[config.mk]
export PLATFORM = sky130hd
export DESIGN_NAME = mem_access_ctrl
export DESIGN_NICKNAME = d
export VERILOG_FILES = /design/src/rtl/mem_pkg.sv /design/src/rtl/mem_access_ctrl.sv
export SDC_FILE = /design/constraint.sdc
export NUM_CORES = 1
export LEC_CHECK = 0
export ABC_AREA = 1
export CAP_MARGIN = 20
export CORE_MARGIN = 2
export CORE_UTILIZATION = 44
export DETAILED_ROUTE_END_ITERATION = 10
export PLACE_DENSITY_LB_ADDON = 0.25
export SYNTH_ARGS = -nofsm -noshare
export SYNTH_HDL_FRONTEND = slang
export SYNTH_SLANG_ARGS = --single-unit
[constraint.sdc]
create_clock -name clk -period 2.8 [get_ports clk]
set_input_delay 0.84 -clock clk [delete_from_list [all_inputs] [get_ports clk]]
set_output_delay 0.84 -clock clk [all_outputs]
set_load 0.005 [all_outputs]
[src/rtl/mem_pkg.sv]
// rtl/mem_pkg.sv - shared FSM state encoding and default widths for mem_access_ctrl
package mem_pkg;

  localparam int DEFAULT_DATA_WIDTH = 16;
  localparam int DEFAULT_ADDR_WIDTH = 16;

  typedef enum logic [2:0] {
    IDLE = 3'd0,
    WR   = 3'd1,
    RD_A = 3'd2,
    RD_D = 3'd3,
    RESP = 3'd4
  } state_t;

endpackage

[src/rtl/mem_access_ctrl.sv]
// rtl/mem_access_ctrl.sv - single-request memory access FSM with registered memory strobes
module mem_access_ctrl
  import mem_pkg::*;
#(
  parameter int DATA_WIDTH = DEFAULT_DATA_WIDTH,
  parameter int ADDR_WIDTH = DEFAULT_ADDR_WIDTH
) (
  input  logic                  clk,
  input  logic                  rst_n,
  input  logic                  req_valid,
  output logic                  req_ready,
  input  logic                  req_we,
  input  logic [ADDR_WIDTH-1:0] req_addr,
  input  logic [DATA_WIDTH-1:0] req_wdata,
  output logic                  resp_valid,
  input  logic                  resp_ready,
  output logic [DATA_WIDTH-1:0] resp_rdata,
  output logic [ADDR_WIDTH-1:0] mem_addr,
  output logic [DATA_WIDTH-1:0] mem_data,
  output logic                  mem_w,
  output logic                  mem_r,
  input  logic [DATA_WIDTH-1:0] mem_q
);

  state_t                state_q, state_d;
  logic [ADDR_WIDTH-1:0] mem_addr_q, mem_addr_d;
  logic [DATA_WIDTH-1:0] mem_data_q, mem_data_d;
  logic                  mem_w_q, mem_w_d;
  logic                  mem_r_q, mem_r_d;
  logic                  resp_valid_q, resp_valid_d;
  logic [DATA_WIDTH-1:0] resp_rdata_q, resp_rdata_d;

  always_ff @(posedge clk or negedge rst_n) begin
    if (!rst_n) begin
      state_q      <= IDLE;
      mem_addr_q   <= '0;
      mem_data_q   <= '0;
      mem_w_q      <= 1'b0;
      mem_r_q      <= 1'b0;
      resp_valid_q <= 1'b0;
      resp_rdata_q <= '0;
    end else begin
      state_q      <= state_d;
      mem_addr_q   <= mem_addr_d;
      mem_data_q   <= mem_data_d;
      mem_w_q      <= mem_w_d;
      mem_r_q      <= mem_r_d;
      resp_valid_q <= resp_valid_d;
      resp_rdata_q <= resp_rdata_d;
    end
  end

  // Strobes default low every cycle; address/data hold their last value.
  always_comb begin
    state_d      = state_q;
    mem_addr_d   = mem_addr_q;
    mem_data_d   = mem_data_q;
    mem_w_d      = 1'b0;
    mem_r_d      = 1'b0;
    resp_valid_d = resp_valid_q;
    resp_rdata_d = resp_rdata_q;
    case (state_q)
      IDLE: begin
        if (req_valid) begin
          mem_addr_d = req_addr;
          if (req_we) begin
            state_d    = WR;
            mem_data_d = req_wdata;
            mem_w_d    = 1'b1;
          end else begin
            state_d = RD_A;
            mem_r_d = 1'b1;
          end
        end
      end
      WR: state_d = IDLE;
      RD_A: begin
        state_d = RD_D;
        mem_r_d = 1'b1;
      end
      // mem_q settled at the negedge inside RD_D.
      RD_D: begin
        state_d      = RESP;
        resp_rdata_d = mem_q;
        resp_valid_d = 1'b1;
      end
      RESP: begin
        if (resp_ready) begin
          state_d      = IDLE;
          resp_valid_d = 1'b0;
        end
      end
      default: state_d = IDLE;
    endcase
  end

  assign req_ready  = (state_q == IDLE);
  assign resp_valid = resp_valid_q;
  assign resp_rdata = resp_rdata_q;
  assign mem_addr   = mem_addr_q;
  assign mem_data   = mem_data_q;
  assign mem_w      = mem_w_q;
  assign mem_r      = mem_r_q;

endmodule
After elaboration in Yosys (flattened, before gate mapping)
Cells that the tools add are included.
{"block": "word_totals", "regBits": 54, "word_cells": 30, "output_inout_bits": 52, "input_bits": 53}
{"block": "op_classes", "eq_ne": 5, "muxes": 12, "n_reduce_logical": 6}
{"cell": "3-bit one-hot mux with 4 select lines", "count": 1}
{"cell": "3-bit by 2-bit == test with 1-bit output (second input constant)", "count": 2}
{"cell": "1-bit two-way mux", "count": 6}
{"cell": "3-bit two-way mux", "count": 2}
{"cell": "2-bit AND reduction", "count": 3}
{"cell": "2-bit inequality test (second input constant)", "count": 2}
{"cell": "1-bit one-hot mux with 2 select lines", "count": 2}
{"cell": "3-bit == test (second input constant)", "count": 1}
{"cell": "3-bit logical NOT", "count": 1}
{"cell": "3-bit AND reduction", "count": 1}
{"cell": "2-bit two-way mux", "count": 1}
{"cell": "2-bit nonzero test", "count": 1}

Depth between registers and ports, before layout
{"block": "logic_depth", "depth_word": 3, "depth_mapped": 6}

Least setup slack after synthesis
Ideal clock, no wire load.
{"block": "synth_path", "path_kind": "register to output", "from": "reg state_q[0]", "to": "out req_ready", "path_buffers": 0, "slack_ps": 1316, "arrival_ps": 644, "required_ps": 1960, "stages_incl_launch_ff": 2, "cell_sequence": "dfrtp_1 nor3_1"}
{"block": "synth_between", "elab_chain_cells": 1}
{"element": "from (decl)", "line": "mem_access_ctrl.sv:25", "source": "state_t state_q, state_d;"}
{"element": "from (signal assigned)", "line": "mem_access_ctrl.sv:43", "source": "state_q <= state_d;"}
{"element": "3-bit logical NOT", "line": "mem_access_ctrl.sv:97", "source": "assign req_ready = (state_q == IDLE);"}
{"element": "to (decl)", "line": "mem_access_ctrl.sv:11", "source": "output logic req_ready,"}
No other way between the ends.

Worst setup path in the final report
{"block": "layout_path", "from": "reg state_q[1]", "to": "out req_ready"}
Same word-level chain as after synthesis.

==> results_dict.tcl <==
set metrics [dict create \
    outcome "finished clean" \
    io_pins 105 \
    synth_cells 236 \
    grt_pass1_vias 1819 \
    antenna_cells 0 \
    maxCapViolations 0 \
    tightest_slew_ns 0.5900 \
    register_area_um2 1351 \
    cts.sinks 54 \
    dp_hpwl_um 3631 \
    hold_class "flop to flop" \
    cts_buffers 5 \
    cp_num_buf_inv 1 \
    syn_to_final_growth_pct 51.82 \
    r2r_end "resp_rdata[15]" \
    core-area_um2 4817 \
    cp-end-kind "output port" \
    ys_warn_count 0 \
    post_drt_via_cell_ratio 4.567 \
    synth_nets 289 \
    fp-row-count 25 \
    grt_max_degree 35 \
    wire_per_inst_um 12.30 \
    crit_family "buffers and inverters" \
    netlist_area_um2 2231 \
    crit_fanout 5 \
    dpl_worst_slack_ns 0.5690 \
    ctsHoldBuffers 0 \
    cts_tree "yes" \
    cp_data_arrival_time_ns 1.54 \
    antenna_found_initial 0 \
    grt_pass1_wl_um 8183 \
    r2r_start "state_q[2]" \
    port_buffers 104 \
    path_cells "nor3_1 > clkdlybuf4s50_1" \
    finClkSkew_ns 0.007251 \
    num_vias 1845 \
    rsz0062_at_grt "false" \
    drive_gt1_share_pct 5.935 \
    clock.fmax_mhz 420.7 \
    die_height_um 75.21 \
    clockRootBuffer "clkbuf_8" \
    cp_slowest_stage_delay_ns 0.54 \
    min_period_ns 2.377 \
    die_area_um2 5656 \
    multi_input_area_um2 640.6 \
    drc 0 \
    cts_resized 0 \
    nNetsFinal 390 \
    post-route-util_pct 70.31 \
    wirelength_um 4970 \
    cp.required_ns 1.96 \
    initial_core_util_pct 46.31 \
    die_w_um 75.21 \
    rr_worst_depth 3 \
    ctsHtreeMaxLevel 2 \
    slew_headroom_pct 60.62 \
    clock_path_buffers 2 \
    ys_ff_latch 54 \
    clock_latency_ns 0.30 \
    post_cts_buffers 0 \
    finalSetupViolCount 0 \
    maxSlewViolCount 0 \
    fin_crit_sh_pct 84.89 \
    synth_seq_area_share_pct 60.57 \
    ff2ff_setup_slack_ns 1.02 \
    crit_type "flop to output port" \
    ir_drop_v 0.0005924 \
    setup_ws_ns 0.4232 \
    grt-ovfl-total 0 \
    min_from "mem_data[15]" \
    cts.reportedPaths.clkPinSlew_ns 0.09 \
    globalRouteTotalUtil_pct 18.91 \
    drt-initial-drc-count 60 \
    hold_depth 2 \
    antenna_left 0 \
    cellLeakagePower_nw 1.668 \
    hold_violations 0 \
    min_to "mem_data[15]" \
    start_kind "flop" \
    critPathSlowestCell "clkdlybuf4s50_1" \
    firstDrtPassIters 4 \
    syn_avg_cell_area_um2 9.453 \
    tns_ns 0 \
    gp_congestion 0.8185 \
    p_per_area_nw_per_um2 986.5 \
    hold_ws_ns 0.4786 \
    fill_cells 401 \
    synth.distinct_cells 20 \
]
routing by layer:
layer,vias up,track usage [%],part of all wire [%]
li1,938,-,-
met1,836,22.79,42
met2,69,33.72,50
met3,2,4.418,7.2
met4,0,5.653,0.54
met5,-,0,0
stage by stage:
step	total power [mW]	std cells	area (um^2)
2_1_floorplan	1.989	236	2231
3_3_place_gp	2.805	397	3274
3_5_place_dp	2.851	397	3274
4_1_cts	3.391	404	3387
5_1_grt	3.604	404	3387
6_report	3.341	404	3387
final cells by class:
type / instances / share of cell area (%)
tap: 67 / 2.475
sequential: 54 / 39.90
clock buffer: 6 / 2.438
inverter: 39 / 4.359
timing repair buffer: 106 / 31.03
clock inverter: 1 / 0.8866
multi-input combinational: 131 / 18.91
worst max-delay path by stage:
stage / startpoint / endpoint / slack, ns / cells after the start
after detailed placement: req_valid / mem_data[9] / 0.57 / 6
final: state_q[1] / req_ready / 0.42 / 2
after CTS: state_q[1] / req_ready / 0.40 / 2
after floorplan: state_q[0] / req_ready / 1.32 / 1
after global routing: state_q[1] / req_ready / 0.31 / 2
after global placement: req_valid / mem_data[0] / 0.64 / 6
power by group:
| part | switching, mW | internal, mW | total (mW) |
|---|---|---|---|
| logic | 0.604 | 0.856 | 1.46 |
| clock network | 0.237 | 0.286 | 0.524 |
| registers | 0.211 | 1.15 | 1.36 |
flip-flops by register name (all words and copies together) (netlist names):
signal / count
resp_valid: 1
state_q: 3
mem_w: 1
mem_addr: 16
mem_r: 1
resp_rdata: 16
mem_data: 16
synth_stat cells, drive strengths merged:
| library cell | count | area share (%) |
|---|---|---|
| nand2 | 71 | 12 |
| dfrtp | 54 | 61 |
| inv | 38 | 6.4 |
| o21ai | 32 | 7.9 |
| nand4 | 17 | 4.8 |
| buf | 12 | 4.1 |
| nand3 | 7 | 2.9 |
| nor2 | 2 | 0.67 |
| clkinv | 1 | 0.22 |
| nor3 | 1 | 0.22 |
| o211ai | 1 | 0.34 |
cells in the final DEF, fill, tap and decap left out:
master	synthesis	layout
buf_2	4	1
buf_4	3	2
bufinv_16	0	1
clkbuf_8	0	6
clkdlybuf4s50_1	0	103
clkinv_2	1	1
dfrtp_1	54	54
inv_1	37	37
inv_2	1	1
nand2_1	71	71
nand3_1	4	4
nand3_2	1	1
nand3_4	2	2
nand4_1	17	17
nor2_1	1	1
nor2_4	1	1
nor3_1	1	1
o211ai_1	1	1
o21ai_0	8	8
o21ai_1	20	20
o21ai_2	4	4
tightest hold or removal path, stage by stage (launching register included):
cell and delay [ns]:
dfrtp_1 0.35, nand2_1 0.05, nand2_1 0.05
kinds of logic after synthesis:
logic type / synth area share (%)
AOI/OAI and AO/OA: 8.189
DFF: 60.57
and+or+nand+nor: 20.53
buffers and inverters: 10.71
Note: power is estimated with default switching activity, not from simulation.
